## src/rtl/fetch_unit_pkg.sv

```systemverilog
// Shared pipeline definitions for the instruction fetch stage.
// Holds the reset fetch address, the NOP word and the fetch FSM encoding.
package fetch_unit_pkg;

  localparam logic [31:0] RESET_PC_DEFAULT = 32'h0000_3000;
  localparam logic [31:0] NOP_WORD         = 32'h0000_0000;
  localparam logic [31:0] PC_STEP          = 32'd4;

  typedef enum logic [0:0] {
    StReq   = 1'b0,
    StValid = 1'b1
  } fetch_state_e;

endpackage

```

## src/rtl/fetch_unit.sv

```systemverilog
// Instruction fetch stage: issues imem requests and holds one fetched word
// for the IF/ID register, with delay-slot style redirect handling.
module fetch_unit
  import fetch_unit_pkg::*;
#(
  parameter logic [31:0] RESET_PC = RESET_PC_DEFAULT
) (
  input  logic        clk,
  input  logic        reset,
  input  logic        stall,
  input  logic        redirect,
  input  logic [31:0] redirect_pc,
  output logic        imem_req,
  output logic [31:0] imem_addr,
  input  logic        imem_ack,
  input  logic [31:0] imem_rdata,
  output logic [31:0] Instr_0,
  output logic [31:0] PC_0,
  output logic        if_valid
);

  fetch_state_e state_q, state_d;
  logic [31:0]  pc_q, pc_d;
  logic [31:0]  pc0_q, pc0_d;
  logic [31:0]  buf_q, buf_d;
  logic         pend_q, pend_d;
  logic [31:0]  tgt_q, tgt_d;

  always_ff @(posedge clk or negedge reset) begin
    if (!reset) begin
      state_q <= StReq;
      pc_q    <= RESET_PC;
      pc0_q   <= RESET_PC;
      buf_q   <= NOP_WORD;
      pend_q  <= 1'b0;
      tgt_q   <= 32'h0;
    end else begin
      state_q <= state_d;
      pc_q    <= pc_d;
      pc0_q   <= pc0_d;
      buf_q   <= buf_d;
      pend_q  <= pend_d;
      tgt_q   <= tgt_d;
    end
  end

  // In REQ the address is locked to pc until acked; in VALID a redirect
  // steers the request issued this very cycle.
  always_comb begin
    imem_req  = (state_q == StReq) || ((state_q == StValid) && !stall);
    imem_addr = pc_q;
    if ((state_q == StValid) && redirect) begin
      imem_addr = redirect_pc;
    end
  end

  always_comb begin
    state_d = state_q;
    pc_d    = pc_q;
    pc0_d   = pc0_q;
    buf_d   = buf_q;
    pend_d  = pend_q;
    tgt_d   = tgt_q;

    case (state_q)
      StReq: begin
        if (imem_ack) begin
          buf_d   = imem_rdata;
          pc0_d   = pc_q;
          pend_d  = 1'b0;
          state_d = StValid;
          if (redirect) begin
            pc_d = redirect_pc;
          end else if (pend_q) begin
            pc_d = tgt_q;
          end else begin
            pc_d = pc_q + PC_STEP;
          end
        end else if (redirect) begin
          // Remember the latest target; the in-flight word is still delivered.
          pend_d = 1'b1;
          tgt_d  = redirect_pc;
        end
      end
      StValid: begin
        if (stall) begin
          if (redirect) begin
            pc_d = redirect_pc;
          end
        end else if (imem_ack) begin
          buf_d = imem_rdata;
          pc0_d = imem_addr;
          pc_d  = imem_addr + PC_STEP;
        end else begin
          pc_d    = imem_addr;
          state_d = StReq;
        end
      end
      default: begin
        state_d = StReq;
      end
    endcase
  end

  assign if_valid = (state_q == StValid);
  assign Instr_0  = if_valid ? buf_q : NOP_WORD;
  assign PC_0     = pc0_q;

endmodule

```

## config.mk

```make
export PLATFORM = sky130hd
export DESIGN_NAME = fetch_unit
export DESIGN_NICKNAME = d
export VERILOG_FILES = /design/src/rtl/fetch_unit_pkg.sv /design/src/rtl/fetch_unit.sv
export SDC_FILE = /design/constraint.sdc
export NUM_CORES = 1
export LEC_CHECK = 0
export CORE_MARGIN = 3
export CORE_UTILIZATION = 45
export CTS_CLUSTER_DIAMETER = 200
export DETAILED_ROUTE_END_ITERATION = 10
export PLACE_DENSITY_LB_ADDON = 0.15
export SLEW_MARGIN = 30
export SYNTH_ARGS = -nofsm -noshare
export SYNTH_HDL_FRONTEND = slang
export SYNTH_SLANG_ARGS = --single-unit
export TNS_END_PERCENT = 1
```

## constraint.sdc

```tcl
create_clock -name clk -period 2.9 [get_ports clk]
set_clock_uncertainty 0.05 [all_clocks]
set_input_delay 0.58 -clock clk [delete_from_list [all_inputs] [get_ports clk]]
set_output_delay 0.58 -clock clk [all_outputs]
set_load 0.005 [all_outputs]
```

# Word level (Yosys, flattened, before mapping)
# Cells that the tools add are included.
# totals
out_inout_bits	98
elab_cells	44
reg_bits	130
input_bits	69
# classes
n_addsub	2
eq_ne	4
n_reduce_logical	9
muxes	21
bitwise_logic	2
# op_table
cell	n
2-to-1 mux 32 bit	13
one-hot mux 32 bit (2 select lines)	3
adder 32 x 3 -> 32 bit (second input constant)	2
!= test 2 bit (second input constant)	3
AND reduction 3 bit	2
2-to-1 mux 1 bit	4
AND reduction 2 bit	2
!= test 3 bit (second input constant)	1
logical AND 1 bit	2
inverter 1 bit	2
one-hot mux 1 bit (2 select lines)	1
nonzero test 2 bit	1
zero test 1 bit	1
logical OR 1 bit	1

# Logic depth before layout (Yosys ltp)
# logic_depth
depth_word	6
ltp_mapped	15
ltp_nobuf	10

# Least setup slack after synthesis
# OpenSTA, ideal clock, no wires.
# synth_path
path_kind	input-to-reg
start	in redirect
end	reg pc_q[26]
setup_ns	0.138
arrival_ns	2.700
cell_stages	15
n_path_buf	5
t_required_ns	2.712
path_slack_ns	0.012
cell_sequence	and2_4 buf_8 buf_12 buf_6 buf_2 nand2_1 nand2_1 ha_1 nand2_1 a21o_1 buf_2 nor4_2 nand2_1 xnor2_1 o22ai_1
# synth_via
elab_chain_len	6
word_cells_on_any_way	10
cone_classes	1 x add/sub; 1 x eq/ne; 6 x mux; 2 x reduce/logical
# synth_rtl
item	line	rtl
start: declaration	fetch_unit.sv:11	input logic redirect,
logical AND 1 bit	fetch_unit.sv:52	if ((state_q == StValid) && redirect) begin
2-to-1 mux 32 bit	fetch_unit.sv:52	
net imem_addr[3]	fetch_unit.sv:14	output logic [31:0] imem_addr,
adder 32 x 3 -> 32 bit	fetch_unit.sv:93	pc_d = imem_addr + PC_STEP;
2-to-1 mux 32 bit	fetch_unit.sv:90	end else if (imem_ack) begin
2-to-1 mux 32 bit	fetch_unit.sv:86	if (stall) begin
one-hot mux 32 bit (2 select lines)	fetch_unit.sv:65	case (state_q)
end signal: assignment	fetch_unit.sv:39	pc_q <= pc_d;
end: declaration	fetch_unit.sv:23	logic [31:0] pc_q, pc_d;
# The timed path passes the listed nets, and every way through them passes these cells. The select of a mux whose other input is x is not followed.
# A chain may end at the register's enable or synchronous reset.

# Final worst setup path
# layout_path
start	reg state_q (netlist: if_valid)
end	out imem_addr[28]
# layout_via
elab_chain_len	2
# layout_rtl
item	line	rtl
start: declaration	fetch_unit.sv:22	fetch_state_e state_q, state_d;
start signal: assignment	fetch_unit.sv:31	state_q <= StReq;
start signal: assignment	fetch_unit.sv:38	state_q <= state_d;
logical AND 1 bit	fetch_unit.sv:52	
2-to-1 mux 32 bit	fetch_unit.sv:52	
end: declaration	fetch_unit.sv:14	
# No other way between the ends.

==> results.cfg <==
[synthesis]
synth_cell_types = 66
synthFlopType = dfrtp_1
async_flop_share_pct = 100.0
synthCells = 831
ys_seq_area_share_pct = 42.08
syn_avg_cell_area_um2 = 9.317
synth_seq_cells = 130
netlist_area_um2 = 7742
yosys-top-cells-area = dfrtp_1 (41%), mux2_2 (10%), a21oi_1 (4.9%), nand2_1 (4.0%), xnor2_1 (3.7%)
yosysTopAreaCell = dfrtp_1
synth_edf_count = 0
syn-num-nets = 902
yosysWarningCount = 0
netlist.area_leader.share_pct = 40.72

[cts]
cts_sinks = 130
cts_inserted_buffers = 17
path_clk_slew_ns = 0.06
clk_latency_ns = 0.43
cts_tree = built
clock-root-buffer = clkbuf_16
cts.htree.levels = 4
cts_buffer_depth = 2

[setup_path]
crit_path_end_kind = output pin
path_class = reg -> out
worstPathCellList = and2_4, buf_12, mux2i_2, inv_1, clkdlybuf4s50_1
reg2reg_to = pc_q[22]
r2r_cells = 9
slowest_delay_ns = 0.49
crit-reg2reg-launch = if_valid
start_kind = flop
reg2reg_slack_ns = 0.25
cp.arrival_ns = 2.16
cp_data_required_time_ns = 2.27
critPathSlowestCell = dfrtp_2
worstPathMaxFanout = 11

[drt]
vias = 7423
antenna_left = 0
drc = 0
dr.first_iter.drc_count = 611
first_pass_iters = 5
totalWireLength_um = 24370
viasPerCell = 5.671
wl_per_cell_um = 18.62

[flow_run]
maxCapViolCount = 0

[placement]
post-place-cells = 1274
pre_cts_slack_ns = -0.1641
portBuffers = 166
place.gp.congestion = 0.9066
place_hpwl_um = 16710

[cells_and_area]
n_antenna_cell = 0
final_nets = 1148
instances_no_fill = 1309
drive_above_1_share_pct = 24.61
syn2layout_area_growth_pct = 44.04
fin_util_pct = 66.77

[floorplanning]
fp.coreArea_um2 = 16700
initial_core_util_pct = 46.36
io_pins = 167
rows = 47
die_area_um2 = 18820
fp.dieW_um = 137.2
die_height_um = 137.2

[power]
ir_drop_uv = 431.1
pwr-share-comb_pct = 31.7
clockPowerShare_pct = 31.9
switching_share_pct = 30.44
internal_power_mw = 4.760
power.total_mw = 6.844
p_leak_nw = 4.658
p_sw_mw = 2.084
power_density_nw_per_um2 = 613.7
power_frac_seq_pct = 36.5

[hold_path]
worstHoldPathType = in -> async

[global_route]
grtUsageTotal_pct = 25.93
antenna_found_initial = 0
grt_max_degree = 71
grt_remaining_overflow = 0
grt_pass1_wl_um = 38200
first_global_vias = 7340

[sta]
setup_viol = 0
period_needed_ns = 2.793
setup_tns_ns = 0
slew_viol_final = 0
setup_ws_ns = 0.1074
fin_crit_sh_pct = 96.30
tightestPinTransition_ns = 0.6922
max_slew_margin_pct = 53.50
hold_viol = 0
fmax_mhz = 358.1

[run_status]
status = completed
[what timing repair did]
action / CTS / global route
gates cloned: 0 / 2
setup endpoints to repair: 10 / 27
setup buffers: 0 / 2
hold buffers: 0 / 0
resized for setup: 12 / 19
pin swaps: 0 / 0
[logic make-up after synthesis]
family          synth area share (%)
simple gates                   17.91
compound gates                 16.18
flops                          42.08
mux                            13.87
buf+inv                        5.236
xor+xnor                       4.412
fa+ha+maj                     0.3232
[metrics by stage]
step,area [um^2],hold WS (ns)
global route,11150,0.04505
floorplan,7742,0.2344
detailed placement,10370,0.4375
global placement,10370,0.4313
CTS,11000,0.03335
finish,11150,0.01347
[synthesized netlist by cell type, types with 2 or more instances]
master       n
and3_1       6
and2_4       2
o21ai_1      9
buf_2       20
nand2_1     82
o21a_1       5
nor4_2       6
a31oi_1     14
a2bb2oi_1    2
nand2b_1     5
a22oi_1      7
a21o_1       2
o31ai_1      4
nor2_1      70
o22ai_1     14
and4_1       3
inv_1       30
mux2_2      70
nor4_4       2
buf_6        3
a21oi_1     76
nor2b_1      3
o21ai_0     42
nor2_2       2
and2_1      38
xnor2_1     33
nor3_1      11
buf_1        3
or4_1        2
nand3_1     14
nand4_1     14
dfstp_2      4
o211ai_1     5
xor2_1       6
clkbuf_1    27
o21ai_2      3
dfrtp_1    126
a31o_2       3
a221oi_1     4
ha_1         2
mux2i_1     27
a211oi_1     3
or3_1        2
a32oi_1      3
[per-layer routing]
| layer | track usage (%) | part of all wire (%) | vias to the layer above |
|---|---|---|---|
| met5 | 0 | 0 | - |
| met4 | 8.647 | 2.4 | 0 |
| met3 | 8.108 | 8.4 | 53 |
| met2 | 41.53 | 46 | 347 |
| met1 | 33.46 | 43 | 3587 |
| li1 | - | - | 3436 |
[worst max-delay path by stage]
stage,start,endpoint,slack (ns),cells past startpoint
detailed placement,redirect,pc_q[22],-0.16,12
global route,if_valid,imem_addr[23],-0.03,5
floorplan,redirect,pc_q[26],0.01,15
CTS,redirect,imem_addr[31],-0.04,7
finish,if_valid,imem_addr[28],0.11,5
global placement,redirect,pc_q[22],-0.09,11
[final cells by class]
type / instances / area (um^2)
clock buffer: 17 / 425.4
clock inverter: 14 / 166.4
fill: 1371 / 5549
inverter: 31 / 116.4
multi-input combinational: 614 / 4184
sequential: 130 / 3259
tap: 220 / 275.3
timing repair buffer: 283 / 2725
[power by group through the flow]
stage          registers (mW)  logic [mW]  clock network (mW)
2_1_floorplan            2.42        1.05                   0
3_5_place_dp             2.50        2.12                   0
5_1_grt                  2.54        2.37                2.29
3_3_place_gp             2.49        2.09                   0
4_1_cts                  2.48        2.14                2.22
6_report                 2.50        2.17                2.18
[state kept, by name, indices dropped and copies added (netlist names)]
signal / flops
pend_q: 1
PC_0: 32
pc_q: 32
if_valid: 1
buf_q: 32
tgt_q: 32
[cell usage in the layout, fill, tap and decap left out, types with 29 or more instances in the layout]
master           instances
xnor2_1                 33
nand2_1                 82
nor2_1                  70
dfrtp_1                125
o21ai_0                 42
buf_4                  103
inv_1                   29
clkdlybuf4s50_1        154
and2_1                  38
a21oi_1                 75
mux2_2                  70
[worst max-delay path, delay by kind of cell, from the launching register on]
family | cells | cell delay, ns
buffers and inverters | 3 | 0.72
DFF | 1 | 0.49
muxes | 1 | 0.25
and+or+nand+nor | 1 | 0.26
Power figures use the tool's default switching activity.
